<file path="config.mk">
export PLATFORM = sky130hd
export DESIGN_NAME = clock_switch_request_ctrl
export DESIGN_NICKNAME = d
export VERILOG_FILES = /design/src/rtl/clock_switch_request_ctrl.sv
export SDC_FILE = /design/constraint.sdc
export NUM_CORES = 1
export LEC_CHECK = 0
export CELL_PAD_IN_SITES_DETAIL_PLACEMENT = 0
export CELL_PAD_IN_SITES_GLOBAL_PLACEMENT = 1
export CORE_AREA = 2 2 63 65
export DETAILED_ROUTE_END_ITERATION = 7
export DIE_AREA = 0 0 65 67
export PLACE_DENSITY = 0.74
export SYNTH_ARGS = -nofsm -noshare
export SYNTH_HDL_FRONTEND = slang
export SYNTH_SLANG_ARGS = --single-unit
</file>
<file path="constraint.sdc">
create_clock -name clock -period 2.23 [get_ports clock]
set_input_delay 0.446 -clock clock [delete_from_list [all_inputs] [get_ports clock]]
set_output_delay 0.446 -clock clock [all_outputs]
set_load 0.02 [all_outputs]
</file>
<file path="src/rtl/clock_switch_request_ctrl.sv">
// Break-before-make sequencer for the two-input glitch-free clock macro.
// Drives enable requests and tracks synchronized acks with a phase timeout.
module clock_switch_request_ctrl #(
  parameter int SYNC_STAGES    = 2,
  parameter int TIMEOUT_CYCLES = 1024,
  parameter int TIMEOUT_WIDTH  = $clog2(TIMEOUT_CYCLES+1)
) (
  input  logic       clock,
  input  logic       async_reset,
  input  logic       select_valid,
  output logic       select_ready,
  input  logic [1:0] select_source,
  output logic       async_enable0,
  output logic       async_enable1,
  input  logic       async_enable0_ack,
  input  logic       async_enable1_ack,
  output logic [1:0] active_source,
  output logic       busy,
  output logic       timeout_error,
  output logic       request_error,
  input  logic       error_clear
);

  typedef enum logic [1:0] {
    IDLE,
    DROP_OLD,
    RAISE_NEW,
    ERROR
  } state_t;

  localparam logic [TIMEOUT_WIDTH-1:0] CNT_LAST =
    TIMEOUT_WIDTH'(TIMEOUT_CYCLES-1);

  state_t                   state_q, state_d;
  logic [1:0]               target_q, target_d;
  logic [1:0]               active_q, active_d;
  logic                     en0_q, en0_d;
  logic                     en1_q, en1_d;
  logic                     terr_q, terr_d;
  logic                     rerr_q, rerr_d;
  logic [TIMEOUT_WIDTH-1:0] cnt_q, cnt_d;
  logic [SYNC_STAGES-1:0]   sync0_q, sync1_q;

  logic ack0_s, ack1_s;
  logic old_ack, tgt_ack, expired;

  assign ack0_s  = sync0_q[SYNC_STAGES-1];
  assign ack1_s  = sync1_q[SYNC_STAGES-1];
  assign old_ack = active_q[0] ? ack0_s : ack1_s;
  assign tgt_ack = target_q[0] ? ack0_s : ack1_s;
  assign expired = (cnt_q == CNT_LAST);

  always_comb begin
    state_d  = state_q;
    target_d = target_q;
    active_d = active_q;
    en0_d    = en0_q;
    en1_d    = en1_q;
    terr_d   = terr_q;
    rerr_d   = rerr_q;
    cnt_d    = cnt_q;
    if (error_clear && state_q == IDLE) begin
      terr_d = 1'b0;
      rerr_d = 1'b0;
    end
    unique case (state_q)
      IDLE: begin
        if (select_valid && select_source != active_q) begin
          if (select_source == 2'b11) begin
            rerr_d = 1'b1;
          end else begin
            target_d = select_source;
            cnt_d    = '0;
            // Old enable drops on the same edge that leaves IDLE
            if (active_q != 2'b00) begin
              state_d = DROP_OLD;
              en0_d   = 1'b0;
              en1_d   = 1'b0;
            end else begin
              state_d = RAISE_NEW;
              en0_d   = select_source[0];
              en1_d   = select_source[1];
            end
          end
        end
      end
      DROP_OLD: begin
        cnt_d = cnt_q + TIMEOUT_WIDTH'(1);
        if (!old_ack) begin
          active_d = 2'b00;
          if (target_q == 2'b00) begin
            state_d = IDLE;
          end else begin
            state_d = RAISE_NEW;
            cnt_d   = '0;
            en0_d   = target_q[0];
            en1_d   = target_q[1];
          end
        end else if (expired) begin
          state_d  = ERROR;
          en0_d    = 1'b0;
          en1_d    = 1'b0;
          active_d = 2'b00;
          terr_d   = 1'b1;
        end
      end
      RAISE_NEW: begin
        cnt_d = cnt_q + TIMEOUT_WIDTH'(1);
        if (tgt_ack) begin
          active_d = target_q;
          state_d  = IDLE;
        end else if (expired) begin
          state_d  = ERROR;
          en0_d    = 1'b0;
          en1_d    = 1'b0;
          active_d = 2'b00;
          terr_d   = 1'b1;
        end
      end
      ERROR: begin
        if (error_clear && !ack0_s && !ack1_s) begin
          state_d = IDLE;
          terr_d  = 1'b0;
          rerr_d  = 1'b0;
        end
      end
    endcase
  end

  always_ff @(posedge clock or posedge async_reset) begin
    if (async_reset) begin
      state_q  <= IDLE;
      target_q <= 2'b00;
      active_q <= 2'b00;
      en0_q    <= 1'b0;
      en1_q    <= 1'b0;
      terr_q   <= 1'b0;
      rerr_q   <= 1'b0;
      cnt_q    <= '0;
      sync0_q  <= '0;
      sync1_q  <= '0;
    end else begin
      state_q  <= state_d;
      target_q <= target_d;
      active_q <= active_d;
      en0_q    <= en0_d;
      en1_q    <= en1_d;
      terr_q   <= terr_d;
      rerr_q   <= rerr_d;
      cnt_q    <= cnt_d;
      sync0_q  <= {sync0_q[SYNC_STAGES-2:0], async_enable0_ack};
      sync1_q  <= {sync1_q[SYNC_STAGES-2:0], async_enable1_ack};
    end
  end

  assign select_ready  = (state_q == IDLE);
  assign busy          = (state_q != IDLE);
  assign async_enable0 = en0_q;
  assign async_enable1 = en1_q;
  assign active_source = active_q;
  assign timeout_error = terr_q;
  assign request_error = rerr_q;

endmodule

</file>
==> parameters.txt <==
Parameter                              Value

Cells and area
  Count of nets after finishing ... 197
  Number of standard cells in the layout, taps in and fillers out ... 230
  Number of antenna repair diodes ... 0
  Fraction of final layout cells sized beyond drive strength 1 ... 0.1484
  Post-synthesis to final-layout area growth ... 20.78%
  Share of the core filled with cells in the final layout ... 0.5042
  Area of all placed cells without fillers ... 1818 sq um

Synth
  Netlist Area Pre-Place ... 1505 sq um
  Sequential fraction of the synthesis area ... 0.4156
  Leading cell types by count after synthesis ... 25 x dfrtp_1, 15 x o21ai_0, 13 x nand2_1
  Most common cell in the netlist ... dfrtp_1
  Post-synthesis register bit count ... 25
  Post-synthesis cell type count ... 45
  Mapped Nets ... 172
  Dominant register cell in the synthesized netlist ... dfrtp_1
  Share of synthesized flip-flops with an asynchronous set or reset ... 1.000
  Fraction of post-synthesis cell area in the top cell type by area ... 0.4156
  Synthesis Warnings ... 0
  Cell taking the most area after synthesis ... dfrtp_1
  Ranking of synthesized cells by area ... dfrtp_1 42%, ha_1 5.0%, o21ai_0 5.0%
  Number of synthesized flops with an enable pin ... 0
  Synthesized area per cell ... 9.527 sq um
  Post-Synthesis Cells ... ~160

Global routing
  Pin count of the biggest net entering global routing ... 26
  Wire length of the first global-routing pass ... roughly 5800 microns
  Overall global routing resource usage ... 0.1725
  Number of global-route vias before repair ... 1313
  Antenna violations before repair ... 0
  Remaining global-route overflow ... 0

Min path
  Classification of the worst-slack hold path ... flip-flop to flip-flop
  Hold Startpoint ... sync1_q[0]
  Number of cells on the worst hold path ... 0

Placement
  Total instance count after detailed placement ... 226
  Gp weighted congestion ... 0.7753
  Number of buffer cells added on primary ports ... 15
  Total placed instance area ... 1769 sq um
  Placed wire-length estimate ... 2585 microns

Route
  Aggregate routed wire length ... 3337 microns
  Remaining antenna violation count ... 0
  WL per Instance ... approximately 15 microns
  Detailed Routing Iterations Pass 1 ... 4
  Count of unresolved DRC violations after routing ... 0
  Via count ... 1273
  Drt first-iter violations ... between 90 and 100
  Vias/cell ... about 5.5

Setup path
  Data required time at the worst endpoint ... 1780 ps
  Cell with the largest stage delay on the worst path ... clkdlybuf4s50_1
  Critical register-to-register path startpoint ... state_q[1]
  Cell breakdown of the critical path ... inv_1 > ha_1 > clkdlybuf4s50_1
  CP Data Arrival Time ... 1660 ps
  Worst stage delay on the critical path ... 610 ps
  Worst setup path startpoint ... state_q[1]
  Sort of element at the end of the critical path ... output pin
  Reg2reg path depth ... 6
  Largest fanout of any net on the critical path ... 6
  Critical path class ... flip-flop to output pin
  Startpoint class of the critical path ... flip-flop

STA
  Fin. Hold Viols ... 0
  Final slew viol count ... 0
  Tmin final ... around 2100 ps
  Maximum frequency from static timing analysis ... 474.3 MHz
  Setup repair after global routing missed its margin ... false
  Final setup violation count ... 0
  Period utilization ... 0.9455
  Slew of the pin with the lowest slew margin ... 440.5 ps
  Final sum of negative setup slack ... 0 ps
  Worst Skew ... 2.927 ps
  Normalized max-slew margin ... 0.7056

Die
  Number of rows in the core area ... 22
  Count of boundary I/O pins ... 16
  Die Height ... 67 microns
  Initial Util ... 0.4174
  Die W ... 65 microns
  CORE AREA ... 3606 sq um
  Total die area ... 4355 sq um

Pwr
  Total design power ... roughly 0.0023 W
  Power density over the cells ... 1260 nW/um^2
  Cell leakage power ... about 0.76 nW
  Peak ir drop on the vdd network ... around 0.37 mV

Clocking
  Post-cts sizing count ... 0
  CTS Buf Count ... 3
  Total clock sinks ... 25
  Clock tree from TritonCTS ... done
  Number of buffers inserted to repair setup after CTS ... 0
  Number of buffers inserted for hold repair after clock tree synthesis ... 0
  Clock transition at the register clock pins on the worst setup and hold paths after CTS ... 90 ps
  Clock H-tree levels ... 1
  Clock Tree Buf Depth ... 2
  Library cell used as clock root buffer ... clkbuf_8
  Clock latency of the later-clocked register in the worst-skew pair ... 270 ps

Run
  Total of max-cap violations ... 0

Status
  Status ... complete, no violations
## routing by layer
layer	up-vias	global-route usage	wire length (microns)
met1	619	0.1937	1458
met3	4	0.02027	75
met2	21	0.3247	1753
met4	0	0.07713	50
li1	629	-	-
met5	-	0	0
## registers in the layout, indices dropped and copies added (netlist names)
name	cells
active_source	2
async_enable0	1
async_enable1	1
cnt_q	11
request_error	1
state_q	2
sync0_q	2
sync1_q	2
target_q	2
timeout_error	1
## cell families (layout without fill, tap and decap cells)
kind of cell / after synthesis / after routing / synth area share
AO/OA/AOI/OAI: 55 / 55 / 0.2668
adder cells (fa/ha/maj): 6 / 6 / 0.04987
buffers and inverters: 17 / 41 / 0.05153
flip-flops: 25 / 25 / 0.4156
multiplexers: 4 / 4 / 0.03158
AND/OR/NAND/NOR: 51 / 51 / 0.1845
## layout make-up
| cell class | count | area, sq um |
|---|---|---|
| Clock buffer | 3 | 41.29 |
| Timing Repair Buffer | 28 | 247.7 |
| Sequential cell | 25 | 625.6 |
| Clock inverter | 1 | 7.507 |
| Fill cell | 357 | 1788 |
| Multi-Input combinational cell | 116 | 802.0 |
| Inverter | 9 | 33.78 |
| Tap cell | 48 | 60.06 |
## worst paths after layout
path	slack [ps]	end
setup reg to reg	250	cnt_q[6]
min in group asynchronous	540	sync1_q[1]
hold / removal	360	sync1_q[1]
max in group asynchronous	1450	cnt_q[9]
hold reg to reg	360	sync1_q[1]
setup / recovery	120	select_ready
## report_power, final
group	switching (W)	internal, W
clock	0.000151	0.000127
sequential	0.0000930	0.000545
combinational	0.000760	0.000615
## worst max-delay path: cells and delay by family, from the launching register on
family / cells / cell delay, ps
flops: 1 / 410
buf+inv: 2 / 770
fa+ha+maj: 1 / 210
## cells in the final DEF (no fill, tap or decap), drive strengths merged
cell type      netlist  routed
o21a                 2       2
inv                  9       9
a21boi               2       2
ha                   6       6
o22ai                1       1
o21ai               16      16
nor2                 9       9
a311oi               1       1
nor3                 3       3
clkdlybuf4s50        0      15
buf                  4      13
nor2b                5       5
nor4b                1       1
nand2               13      13
a31o                 1       1
mux2                 3       3
clkbuf               4       3
dfrtp               25      25
nand3b               3       3
o2bb2ai              2       2
nand3                5       5
a21o                 1       1
a32o                 1       1
a41o                 1       1
clkinvlp             0       1
nand2b               2       2
mux2i                1       1
or2                  2       2
a21oi                6       6
o311ai               2       2
o31ai                5       5
o41ai                1       1
nand4bb              1       1
or4                  2       2
nor4                 2       2
and3                 3       3
o211ai               7       7
a31oi                6       6
## metrics by stage
step,hold WS (ps),worst slack [ps]
floorplan,331.2,414.0
global placement,332.1,-63.69
detailed placement,337.3,-166.8
CTS,359.2,104.5
global route,369.1,21.87
finish,359.0,121.4
No activity file was read; power rests on OpenSTA's default activity.
